`src/rtl/jtopl_pkg.sv`:
```
// Shared constants for the OPL timer block and the status read mux.
// Prescale defaults, status bit positions and a prescaler width helper.
package jtopl_pkg;

    localparam int JTOPL_PRE_A = 4;
    localparam int JTOPL_PRE_B = 16;

    localparam int JTOPL_ST_IRQ    = 7;
    localparam int JTOPL_ST_FLAG_A = 6;
    localparam int JTOPL_ST_FLAG_B = 5;

    function automatic int pre_width(input int n);
        return (n > 1) ? $clog2(n) : 1;
    endfunction

endpackage

```
`src/rtl/jtopl_timer.sv`:
```
// One OPL timer: load edge, prescaler, 8-bit up counter, flag, overflow pulse.
// Counts only while the registered load is high; a fresh load edge reloads.
module jtopl_timer
    import jtopl_pkg::*;
#(
    parameter int PRE = JTOPL_PRE_A
) (
    input  logic       clk,
    input  logic       rst_n,
    input  logic       cenop,
    input  logic       zero,
    input  logic       fast,
    input  logic [7:0] value,
    input  logic       load,
    input  logic       flagen,
    input  logic       clr_flag,
    output logic       flag,
    output logic       overflow
);

    localparam int PW = pre_width(PRE);

    logic [PW-1:0] pre;
    logic [7:0]    cnt;
    logic          load_q;
    logic          tick;
    logic          ov;

    assign tick = fast || (pre == PW'(PRE - 1));
    assign ov   = cenop && zero && load_q && tick && (cnt == 8'hFF);

    // Load edge capture, prescaler and counter, all gated by cenop
    always_ff @(posedge clk or negedge rst_n) begin
        if (!rst_n) begin
            load_q <= 1'b0;
            cnt    <= 8'd0;
            pre    <= '0;
        end else if (cenop) begin
            load_q <= load;
            if (load && !load_q) begin
                cnt <= value;
                pre <= '0;
            end else if (load_q && zero) begin
                pre <= tick ? '0 : pre + PW'(1);
                if (tick)
                    cnt <= (cnt == 8'hFF) ? value : cnt + 8'd1;
            end
        end
    end

    // Flag set on overflow beats a concurrent clear; pulse follows overflow
    always_ff @(posedge clk or negedge rst_n) begin
        if (!rst_n) begin
            flag     <= 1'b0;
            overflow <= 1'b0;
        end else begin
            overflow <= ov;
            if (ov && flagen)
                flag <= 1'b1;
            else if (clr_flag)
                flag <= 1'b0;
        end
    end

endmodule

```
`src/rtl/jtopl_timers.sv`:
```
// OPL timers A and B with status flags and active-low IRQ.
// Optional JTOPL_TIMER_FAST_EN adds a `fast` input that bypasses prescalers.
module jtopl_timers
    import jtopl_pkg::*;
#(
    parameter int PRE_A = JTOPL_PRE_A,
    parameter int PRE_B = JTOPL_PRE_B
) (
    input  logic       clk,
    input  logic       rst_n,
    input  logic       cenop,
    input  logic       zero,
`ifdef JTOPL_TIMER_FAST_EN
    input  logic       fast,
`endif
    input  logic [7:0] value_A,
    input  logic [7:0] value_B,
    input  logic       load_A,
    input  logic       load_B,
    input  logic       flagen_A,
    input  logic       flagen_B,
    input  logic       clr_flag_A,
    input  logic       clr_flag_B,
    output logic       flag_A,
    output logic       flag_B,
    output logic       overflow_A,
    output logic       irq_n
);

    logic fast_en;
    logic unused_ovf_b;

`ifdef JTOPL_TIMER_FAST_EN
    assign fast_en = fast;
`else
    assign fast_en = 1'b0;
`endif

    jtopl_timer #(.PRE(PRE_A)) u_timer_a (
        .clk      (clk),
        .rst_n    (rst_n),
        .cenop    (cenop),
        .zero     (zero),
        .fast     (fast_en),
        .value    (value_A),
        .load     (load_A),
        .flagen   (flagen_A),
        .clr_flag (clr_flag_A),
        .flag     (flag_A),
        .overflow (overflow_A)
    );

    jtopl_timer #(.PRE(PRE_B)) u_timer_b (
        .clk      (clk),
        .rst_n    (rst_n),
        .cenop    (cenop),
        .zero     (zero),
        .fast     (fast_en),
        .value    (value_B),
        .load     (load_B),
        .flagen   (flagen_B),
        .clr_flag (clr_flag_B),
        .flag     (flag_B),
        .overflow (unused_ovf_b)
    );

    assign irq_n = ~(flag_A | flag_B);

endmodule

```
`config.mk`:
```
export PLATFORM = sky130hd
export DESIGN_NAME = jtopl_timers
export DESIGN_NICKNAME = d
export VERILOG_FILES = /design/src/rtl/jtopl_pkg.sv /design/src/rtl/jtopl_timer.sv /design/src/rtl/jtopl_timers.sv
export SDC_FILE = /design/constraint.sdc
export NUM_CORES = 1
export LEC_CHECK = 0
export ABC_CLOCK_PERIOD_IN_PS = 5260
export CORE_ASPECT_RATIO = 0.75
export CORE_UTILIZATION = 55
export CTS_BUF_LIST = sky130_fd_sc_hd__clkbuf_2 sky130_fd_sc_hd__clkbuf_4 sky130_fd_sc_hd__clkbuf_8
export CTS_CLUSTER_DIAMETER = 30
export CTS_CLUSTER_SIZE = 30
export DETAILED_ROUTE_END_ITERATION = 8
export PLACE_DENSITY_LB_ADDON = 0.2
export SYNTH_ARGS = -nofsm -noshare
export SYNTH_HDL_FRONTEND = slang
export SYNTH_SLANG_ARGS = --single-unit
```
`constraint.sdc`:
```
create_clock -name clk -period 5.26 [get_ports clk]
set_input_delay 1.052 -clock clk [delete_from_list [all_inputs] [get_ports clk]]
set_output_delay 1.052 -clock clk [all_outputs]
set_load 0.02 [all_outputs]
```
Word-level counts from Yosys, hierarchy flattened
Cells that the tools add are included.
{"block": "totals", "regBits": 27, "latch_bits": 0, "ramBits": 0, "rom_bits": 0, "in_bits": 26, "wordCells": 62, "memories": 0}
{"block": "classes", "addsub": 4, "multipliers": 0, "n_div": 0, "order_cmp": 0, "n_eq_ne": 4, "shifts": 0, "muxes": 18, "n_bitwise": 2, "n_reduce_logical": 25}
{"operator": "$mux W8", "n": 8}
{"operator": "$add A8 B1 Y8 const B", "n": 2}
{"operator": "$eq A8 B8 Y1 const B", "n": 2}
{"operator": "$logic_and A1 B1 Y1", "n": 13}
{"operator": "$mux W4", "n": 3}
{"operator": "$reduce_bool A2 Y1", "n": 6}
{"operator": "$mux W2", "n": 3}
{"operator": "$reduce_and A3 Y1", "n": 2}
{"operator": "$add A4 B1 Y4 const B", "n": 1}
{"operator": "$eq A4 B4 Y1 const B", "n": 1}
{"operator": "$mux W1", "n": 4}
{"operator": "$reduce_and A2 Y1", "n": 2}
{"operator": "$add A2 B1 Y2 const B", "n": 1}
{"operator": "$eq A2 B2 Y1 const B", "n": 1}
{"operator": "$logic_not A1 Y1", "n": 2}
{"operator": "$not A1 Y1", "n": 1}
{"operator": "$or A1 B1 Y1", "n": 1}

Logic depth before layout (Yosys ltp)
Gate-level depths: netlist (run 1).
{"block": "logic_depth", "ltp_word": 6, "depth_mapped": 6}

Hierarchy
A second synthesis (run 1) with hierarchy kept.
{"block": "hier_totals", "cells_unflattened": 176, "hier_area_um2": 1672.9}
{"module": "jtopl_timer at u_timer_b", "n_inst": 1, "cells_each": 89, "area_per_inst_um2": 864.6, "seq_area_each_um2": 375.4}
{"module": "jtopl_timer at u_timer_a", "n_inst": 1, "cells_each": 85, "area_per_inst_um2": 800.8, "seq_area_each_um2": 325.3}
{"module": "jtopl_timers", "n_inst": 1, "cells_each": 2, "area_per_inst_um2": 7.5, "seq_area_each_um2": 0.0}

Worst setup path after synthesis (run 1)
OpenSTA, ideal clock, no wires.
{"block": "synth_path", "kind": "in2reg", "from": "input load_A", "to": "register u_timer_a.cnt[3]", "arrival_ns": 2.056, "t_required_ns": 5.139, "slack_ns": 3.083, "cell_stages": 5, "n_path_buf": 1, "path_cell_list": "nor2b_1 -> buf_2 -> a21oi_1 -> mux2_2 -> o22a_1"}
{"block": "synth_via", "elab_chain_cells": 3}
{"element": "start, declared", "line_no": "jtopl_timers.sv:18", "source": "input logic load_A,"}
{"element": "$logic_and A1 B1 Y1 (*)", "line_no": "jtopl_timer.sv:40", "source": "if (load && !load_q) begin"}
{"element": "$reduce_bool A2 Y1 (no source line)"}
{"element": "$reduce_and A3 Y1 (no source line)"}
{"element": "end signal, assigned", "line_no": "jtopl_timer.sv:41", "source": "cnt <= value;"}
{"element": "end signal, assigned", "line_no": "jtopl_timer.sv:46", "source": "cnt <= (cnt == 8'hFF) ? value : cnt + 8'd1;"}
{"element": "end, declared", "line_no": "jtopl_timer.sv:24", "source": "logic [7:0] cnt;"}
Every way passes the cells marked *; elsewhere a longest branch is shown, timed or not.
A chain may end at the register's enable or synchronous reset.

Worst setup path after layout (run 1)
{"block": "layout_path", "from": "input load_A", "to": "register u_timer_a.cnt[5]"}
Same word-level chain as after synthesis.

==> impl_results.md, run 1 <==
- Status: finished clean
- Worst endpoint data arrival time: 3.08 ns
- Maxcap violations: 0
- Chip width: 64.21 um
- Placed cells: 235
- Clock buffer depth: 2
- Non-filler cells, final: 239
- Ant diodes: 0
- Resized Gates After CTS: 0
- Core footprint: 0.002683 mm^2
- CTS sink count: 27
- First-pass GRT wire length: 6230 um
- Clock transition at the registers of the reported paths: 0.09 ns
- Synth warnings: 0
- Worst VDD drop: 188.8 uV
- Share of cells above drive strength 1: 6.897%
- Port bufs: 29
- Synth Area per Inst: 9.175 um^2
- WL per Instance: 15.07 um
- Detail Route Antenna Nets: 0
- Leakage power: 0.8124 nW
- # setup viols final: 0
- Core Util, Final: 73.09%
- Critical path, cell by cell: clkdlybuf4s50_1, nor2b_1, o21ai_1, o21bai_1, o2bb2ai_1
- Max Clock Freq: 0.3377 GHz
- DRT iter0 DRCs: 129
- Largest net degree at the start of global routing: 28
- Register area share after synthesis: 42.32%
- RSZ-0062 raised after global routing: false
- HPWL after DPL: 2678 um
- Initial Utilization: 59.51%
- Fin Hold WS: 0.5372 ns
- Max Clock Skew: 0.006397 ns
- Final worst-path cycle share: 56.30%
- TritonCTS Buffers: 3
- TritonRoute pass-1 iters: 4
- Worst hold path class: register to register
- Crit path max fanout: 15
- Grt total ovfl: 0
- Via count: 1485
- GRT Total Usage: 25.52%
- Max stage delay on crit path: 0.62 ns
- H-tree depth: 1
- Min Tclk post-route: 2.961 ns
- Routed Wire Length: 3601 um
- Die Ht: 48.66 um
- Worst skew pair latency: 0.27 ns
- Area of the die: 0.003124 mm^2
- Rows: 16
- Area growth, synth to finish: 22.81%
- Syn nets: 204
- Max-slew violations: 0
- Slowest stage cell, crit path: nor2b_1
- WP data required: 5.38 ns
- I/O pins: 30
- Tightest Pin Transition: 0.8661 ns
- Via/cell ratio: 6.213
- Ys flop type: dfrtp_1
- Routability congestion estimate: 0.8732
- Critical Path Source Type: input port
- WP buf/inv: 1
- Relative slew slack: 41.87%
- Power density over the cells: 338.1 mW/mm^2
- Crit end category: register
- Root Driver: clkbuf_8
- Count of different cell masters after synthesis: 44
- Cell Area, Synth: 0.001597 mm^2
- Initial antenna violation count: 0
- EDFF count, synth: 0
- DRC: 0
- Fin. Hold Viols: 0
- Synthesized flop and latch total: 27
- Final #Nets: 234
- Setup TNS: 0 ns
- Async set-reset flop share out of synthesis: 100.0%
- Hold_buf cts: 0
- CTS tree: done
- Cell count after synthesis: 174
- Post-CTS setup buffer count: 0
- Top delay family on crit path: compound AO/OA/AOI/OAI gates
- WS Path Type: input port to register
- Vias in the first global route: 1376
==> placed cells by master (no fill, tap or decap), types with 2 or more instances in the layout <==
cell	synthesis	routed
nand2_1	14	14
o211ai_1	2	2
a21o_1	4	4
a21oi_1	10	10
nand2b_1	2	2
mux2_2	3	3
nand3_1	10	10
inv_1	8	8
dfrtp_1	27	27
mux2i_1	2	2
nor2_1	13	13
nand4_1	4	4
o21ai_0	17	17
clkdlybuf4s50_1	0	29
o32a_1	2	2
o31ai_1	3	3
a22o_1	4	4
nor3b_1	2	2
o21bai_1	2	2
ha_1	4	4
o2bb2ai_1	2	2
a31oi_1	2	2
a221o_1	2	2
o311ai_0	2	2
clkbuf_8	0	3
o22ai_1	2	2
and3_1	4	4
nor3_1	5	5
==> kinds of logic (layout without fill, tap and decap cells) <==
family | after synthesis | after routing | share of synthesized area (%)
compound gates | 61 | 61 | 26.41
fa+ha+maj | 4 | 4 | 3.135
buf+inv | 13 | 42 | 3.448
flops | 27 | 27 | 42.32
mux | 6 | 6 | 4.310
simple gates | 63 | 63 | 20.38
==> layer usage <==
layer  GRT usage [%]  routed length [um]
met3           6.132                 190
met5               0                   0
met2           41.67                1695
met1           34.46                1664
met4           5.926                  49
==> synth_stat cells, types with 2 or more instances <==
cell type / number / area (um^2)
mux2_2: 3 / 33.78
o22ai_1: 2 / 12.51
o21bai_1: 2 / 15.01
dfrtp_1: 27 / 675.7
a21o_1: 4 / 30.03
nand2b_1: 2 / 12.51
o2bb2ai_1: 2 / 17.52
nor2_1: 13 / 48.80
a21oi_1: 10 / 50.05
a221o_1: 2 / 20.02
a22o_1: 4 / 35.03
nand4_1: 4 / 25.02
nand2_1: 14 / 52.55
and3_1: 4 / 25.02
inv_1: 8 / 30.03
nand3_1: 10 / 50.05
o311ai_0: 2 / 17.52
ha_1: 4 / 50.05
o31ai_1: 3 / 22.52
nor3_1: 5 / 25.02
o211ai_1: 2 / 15.01
mux2i_1: 2 / 20.02
o32a_1: 2 / 20.02
a31oi_1: 2 / 12.51
nor3b_1: 2 / 15.01
buf_2: 5 / 25.02
o21ai_0: 17 / 85.08
==> state kept, by name, summed over array words and instances (netlist names) <==
signal and cells:
u_timer_b.cnt 8, u_timer_a.pre 2, u_timer_b.pre 4, u_timer_b.load_q 1, u_timer_a.overflow 1, u_timer_a.flag 1
u_timer_a.cnt 8, u_timer_a.load_q 1, u_timer_b.flag 1
==> power by group <==
part,internal (mW),switching [mW],total [mW]
sequential,0.267,0.0777,0.344
combinational,0.105,0.0970,0.202
clock,0.0530,0.0641,0.117
total,0.424,0.239,0.663
==> cell type report <==
cell class / count / area (um^2)
Sequential cell: 27 / 675.6
Tap cell: 36 / 45.04
Clock buffer: 3 / 41.29
Inverter: 8 / 30.03
Fill cell: 202 / 721.9
Clock inverter: 1 / 5.005
Timing Repair Buffer: 30 / 297.8
Multi-Input combinational cell: 134 / 865.8
==> through the flow <==
step / area, um^2 / setup slack [ns] / total power, mW
floorplan: 1597 / 3.083 / 0.4733
global placement: 1914 / 2.194 / 0.5264
detailed placement: 1914 / 1.983 / 0.5461
CTS: 1961 / 2.267 / 0.6641
global route: 1961 / 2.064 / 0.7146
finish: 1961 / 2.299 / 0.6629
==> final timing paths <==
kind                                                end                    startpoint  cells after the start  slack (ns)
hold / removal             u_timer_b.pre[3]$_DFFE_PN0P_  u_timer_b.pre[3]$_DFFE_PN0P_                      1        0.54
setup reg to reg           u_timer_a.cnt[5]$_DFFE_PN0P_  u_timer_a.load_q$_DFFE_PN0P_                      4        3.12
setup / recovery           u_timer_a.cnt[5]$_DFFE_PN0P_                        load_A                      5        2.30
min in group asynchronous  u_timer_a.pre[0]$_DFFE_PN0P_                         rst_n                      2        1.14
hold reg to reg            u_timer_b.pre[3]$_DFFE_PN0P_  u_timer_b.pre[3]$_DFFE_PN0P_                      1        0.54
max in group asynchronous    u_timer_b.flag$_DFFE_PN0P_                         rst_n                      2        3.86
No activity file was read; power rests on OpenSTA's default activity.
==> run 2, diff against run 1 <==
- ABC_CLOCK_PERIOD_IN_PS: 5260 -> 2500
- CORE_UTILIZATION: 55 -> 48
- clock period: 5.26 -> 2.5 ns (I/O delays scaled with it)
==> run 2 against run 1 <==
Design area is 2.2% higher. Sequential share of layout area shrank 0.73 points. Non-clock buffer count increased by 5. Combinational power up 120%. Worst setup slack got worse by 1.7 ns. Cell count grew 2.9%. Clock-buffer cell count is the same. Routed wire length up 2.8%.
==> impl_results.md, run 2 (synthesized netlist as in run 1, its figures left out) <==
- Status: finished clean
- Largest net degree at the start of global routing: 28
- Setup TNS: 0 ns
- Highest-count cells in the layout ignoring fill and taps: clkdlybuf4s50_1 (29), dfrtp_1 (27), o21ai_0 (17)
- Switching Share: 36.21%
- Biggest regs: u_timer_a.cnt x8, u_timer_b.cnt x8, u_timer_b.pre x4
- Worst skew pair latency: 0.28 ns
- Slowest stage cell, crit path: clkdlybuf4s50_1
- Fin. Hold Viols: 0
- TritonRoute pass-1 iters: 4
- Area of the die: 0.003563 mm^2
- Hold_buf cts: 0
- WL per Instance: 15.05 um
- Die Ht: 51.95 um
- Ant diodes: 0
- Int Power: 0.9015 mW
- Critical path, cell by cell: clkdlybuf4s50_1, nor2b_1, o21ai_1, buf_4, a221o_1
- Initial antenna violation count: 0
- Reg power frac: 51.1%
- Setup ws final: 0.5690 ns
- Clock transition at the registers of the reported paths: 0.10 ns
- WS Path Type: input port to register
- Detail Route Antenna Nets: 0
- Commonest non-fill, non-tap cell in the layout: clkdlybuf4s50_1
- DRC: 0
- Worst hold path class: register to register
- Max-slew violations: 0
- Relative slew slack: 67.11%
- DRT iter0 DRCs: 122
- Max Clock Freq: 0.5179 GHz
- Clock power share: 18.0%
- Crit path max fanout: 15
- Resized Gates After CTS: 0
- Clock buffer depth: 2
- Max Clock Skew: 0.01542 ns
- GRT Total Usage: 24.13%
- Grt total ovfl: 0
- Sw power: 0.5118 mW
- Leakage power: 0.8323 nW
- Placement Setup Slack: 0.3007 ns
- Maxcap violations: 0
- Port bufs: 29
- Routability congestion estimate: 0.8725
- Max stage delay on crit path: 0.51 ns
- Final #Nets: 239
- I/O pins: 30
- Power density over the cells: 705.5 mW/mm^2
- Final worst-path cycle share: 77.24%
- Initial Utilization: 52.49%
- TritonCTS Buffers: 3
- First-pass GRT wire length: 6285 um
- CTS sink count: 27
- WP data required: 2.68 ns
- Routed Wire Length: 3703 um
- HPWL after DPL: 2804 um
- Min Tclk post-route: 1.931 ns
- Root Driver: clkbuf_8
- Tightest Pin Transition: 0.4919 ns
- Via/cell ratio: 6.069
- Worst VDD drop: 413.1 uV
- Chip width: 68.60 um
- Vias in the first global route: 1392
- Area growth, synth to finish: 25.47%
- Core footprint: 0.003042 mm^2
- Share of cells above drive strength 1: 9.135%
- H-tree depth: 1
- Post-CTS setup buffer count: 0
- Combinational group share of total power: 30.9%
- Rows: 17
- RSZ-0062 raised after global routing: false
- Via count: 1493
- Crit end category: register
- Total chip power: 1.413 mW
- CTS tree: done
- Critical Path Source Type: input port
- # setup viols final: 0
- Worst endpoint data arrival time: 2.11 ns
-- run 2: cell types whose count changed in the layout (fill, tap and decap cells not counted), sizes merged --
cell,delta
buf,+5
clkinv,-1
clkinvlp,+1
-- run 2: final cells by class --
class,instances,area [um^2]
fill,263,1039
multi-input combinational,134,865.8
sequential,27,675.6
timing repair buffer,35,335.3
tap,38,47.55
clock buffer,3,41.29
inverter,8,30.03
clock inverter,1,7.507
-- run 2: path summary, 6_finish.rpt --
kind                                              startpoint                            to  slack, ns  cells past startpoint
worst max-delay path                                  load_A  u_timer_a.cnt[0]$_DFFE_PN0P_       0.57                      5
worst min-delay path            u_timer_b.pre[3]$_DFFE_PN0P_  u_timer_b.pre[3]$_DFFE_PN0P_       0.52                      1
worst max register to register  u_timer_a.cnt[0]$_DFFE_PN0P_  u_timer_a.cnt[3]$_DFFE_PN0P_       0.58                      5
worst min register to register  u_timer_b.pre[3]$_DFFE_PN0P_  u_timer_b.pre[3]$_DFFE_PN0P_       0.52                      1
max in group asynchronous                              rst_n  u_timer_b.cnt[1]$_DFFE_PN0P_       1.65                      2
min in group asynchronous                              rst_n  u_timer_b.pre[3]$_DFFE_PN0P_       0.58                      2
-- run 2: metal layers --
metal / global-route usage (%) / wire (um) / up-vias / share of wire [%]
li1: - / - / 724 / -
met2: 38.73 / 1604 / 53 / 43
met3: 5.482 / 250 / 11 / 6.8
met1: 32.09 / 1781 / 705 / 48
met5: 0 / 0 / - / 0
met4: 7.292 / 67 / 0 / 1.8
-- run 2: through the flow --
| stage | utilization, % | hold WS [ns] | std cells | cell area (um^2) |
|---|---|---|---|---|
| 5_1_grt | 65.86 | 0.5700 | 246 | 2003 |
| 6_report | 65.86 | 0.5227 | 246 | 2003 |
| 4_1_cts | 65.86 | 0.5175 | 246 | 2003 |
| 2_1_floorplan | - | 0.2044 | 174 | 1597 |
| 3_3_place_gp | 64.25 | 0.4972 | 242 | 1954 |
| 3_5_place_dp | 64.25 | 0.5005 | 242 | 1954 |
-- run 2: power by group through the flow --
stage | registers [mW] | clock network (mW) | logic, mW
4_1_cts | 0.714 | 0.268 | 0.440
5_1_grt | 0.744 | 0.283 | 0.504
2_1_floorplan | 0.682 | 0 | 0.313
3_3_place_gp | 0.712 | 0 | 0.409
6_report | 0.722 | 0.254 | 0.437
3_5_place_dp | 0.722 | 0 | 0.438
-- run 2: critical path, delay by kind of cell --
family          cells  cell delay, ns
compound gates      2            0.49
buf+inv             2            0.71
simple gates        1            0.41
==> run 3, diff against run 2 <==
- ABC_CLOCK_PERIOD_IN_PS: 2500 -> 1790
- CORE_UTILIZATION: 48 -> 54
- clock period: 2.5 -> 1.79 ns (I/O delays scaled with it)
==> run 3 against run 2 <==
Design area increased by 7.5%. Register-to-register slack got worse by 0.56 ns. Clock-buffer cell count increased by 1. Highest routed layer unchanged. Die area decreased by 11%. Critical path depth unchanged. Largest power group unchanged.
==> impl_results.md, run 3 (synthesized netlist as in run 1, its figures left out) <==
- Routability congestion estimate: 0.8841
- Root Driver: clkbuf_8
- Chip width: 64.79 um
- WP data required: 1.96 ns
- H-tree depth: 1
- Final #Nets: 258
- Clock transition at the registers of the reported paths: 0.10 ns
- CTS sink count: 27
- Routed Wire Length: 4293 um
- Cell area after layout: 0.002153 mm^2
- Critical Path Source Type: register
- TritonCTS Buffers: 3
- CTS tree: done
- Port bufs: 29
- Slowest stage cell, crit path: dfrtp_2
- Tightest Pin Transition: 0.3913 ns
- Fin. Hold Viols: 0
- Vias in the first global route: 1712
- Via count: 1605
- # setup viols final: 0
- WP buf/inv: 0
- Biggest regs: u_timer_a.cnt x8, u_timer_b.cnt x8, u_timer_b.pre x4
- Ant diodes: 0
- Maxcap violations: 0
- Placement Setup Slack: -0.2086 ns
- Relative slew slack: 73.64%
- Area growth, synth to finish: 34.87%
- Top delay family on crit path: compound AO/OA/AOI/OAI gates
- I/O pins: 30
- Max stage delay on crit path: 0.46 ns
- First-pass GRT wire length: 7521 um
- WS Path Type: register to register
- WL per Instance: 16.32 um
- Highest-count cells in the layout ignoring fill and taps: clkdlybuf4s50_1 (29), buf_4 (25), dfrtp_1 (25)
- Core Util, Final: 79.68%
- DP Area: 0.002095 mm^2
- Non-filler cells, final: 263
- Setup TNS: 0 ns
- TritonRoute pass-1 iters: 4
- Worst endpoint data arrival time: 1.95 ns
- Total chip power: 2.103 mW
- Placed cells: 259
- Hold_buf cts: 0
- Max Clock Skew: 0.003280 ns
- Final worst-path cycle share: 99.00%
- Area of the die: 0.003180 mm^2
- Fin Hold WS: 0.4449 ns
- Status: finished clean
- Crit end category: register
- Core footprint: 0.002703 mm^2
- Power density over the cells: 976.7 mW/mm^2
- Rows: 16
- DRC: 0
- Min Tclk post-route: 1.772 ns
- Critical path, cell by cell: ha_1, and3_2, a21o_1, and2_0, o32a_1
- Initial antenna violation count: 0
- Worst skew pair latency: 0.28 ns
- Clock buffer depth: 2
- DRT iter0 DRCs: 136
- Commonest non-fill, non-tap cell in the layout: clkdlybuf4s50_1
- Initial Utilization: 59.07%
- Largest net degree at the start of global routing: 28
- Worst hold path class: input port to asynchronous set/reset pin
- Via/cell ratio: 6.103
- Crit path max fanout: 6
- HPWL after DPL: 3172 um
- Detail Route Antenna Nets: 0
- RSZ-0062 raised after global routing: true
- Die Ht: 49.09 um
- Worst VDD drop: 652.1 uV
- Leakage power: 0.9276 nW
- GRT Total Usage: 31.08%
- Share of cells above drive strength 1: 18.94%
- Grt total ovfl: 0
- Setup ws final: 0.01791 ns
- Max Clock Freq: 0.5643 GHz
- Max-slew violations: 0
## run 3: final cells by class
type,instances,area (um^2)
clock buffers,4,48.80
fillers,177,549.3
inverters,8,30.03
multi-input cells,134,873.3
flip-flops and latches,27,678.2
well taps,36,45.04
repair buffers,54,478.0
## run 3: report_power, final
group          total (mW)  switching [mW]  leakage [nW]  internal [mW]
Combinational       0.717           0.338         0.578          0.379
Clock               0.383           0.207        0.0262          0.176
Sequential           1.00           0.218         0.324          0.786
## run 3: final timing paths
path	startpoint	end	slack, ns	depth (start not counted)
worst max register to register	u_timer_b.cnt[0]$_DFFE_PN0P_	u_timer_b.cnt[5]$_DFFE_PN0P_	0.02	5
worst max-delay path	u_timer_b.cnt[0]$_DFFE_PN0P_	u_timer_b.cnt[5]$_DFFE_PN0P_	0.02	5
worst min register to register	u_timer_b.pre[0]$_DFFE_PN0P_	u_timer_b.pre[0]$_DFFE_PN0P_	0.52	1
max in group asynchronous	rst_n	u_timer_b.cnt[0]$_DFFE_PN0P_	1.06	2
min in group clk	u_timer_b.pre[0]$_DFFE_PN0P_	u_timer_b.pre[0]$_DFFE_PN0P_	0.52	1
worst min-delay path	rst_n	u_timer_b.pre[3]$_DFFE_PN0P_	0.44	2
## run 3: what timing repair did
action / in CTS / in global routing
gates resized for setup: 0 / 5
endpoints found under the setup margin: 0 / 8
buffers inserted: 0 / 0
endpoints found under the hold margin: 0 / 0
## run 3: per-layer routing
metal / wire length (um) / GRT usage [%] / vias to the layer above / share of wire (%)
met4: 91 / 16.30 / 0 / 2.1
li1: - / - / 764 / -
met3: 240 / 8.879 / 11 / 5.6
met2: 2040 / 49.83 / 54 / 48
met1: 1921 / 37.74 / 776 / 45
met5: 0 / 0 / - / 0
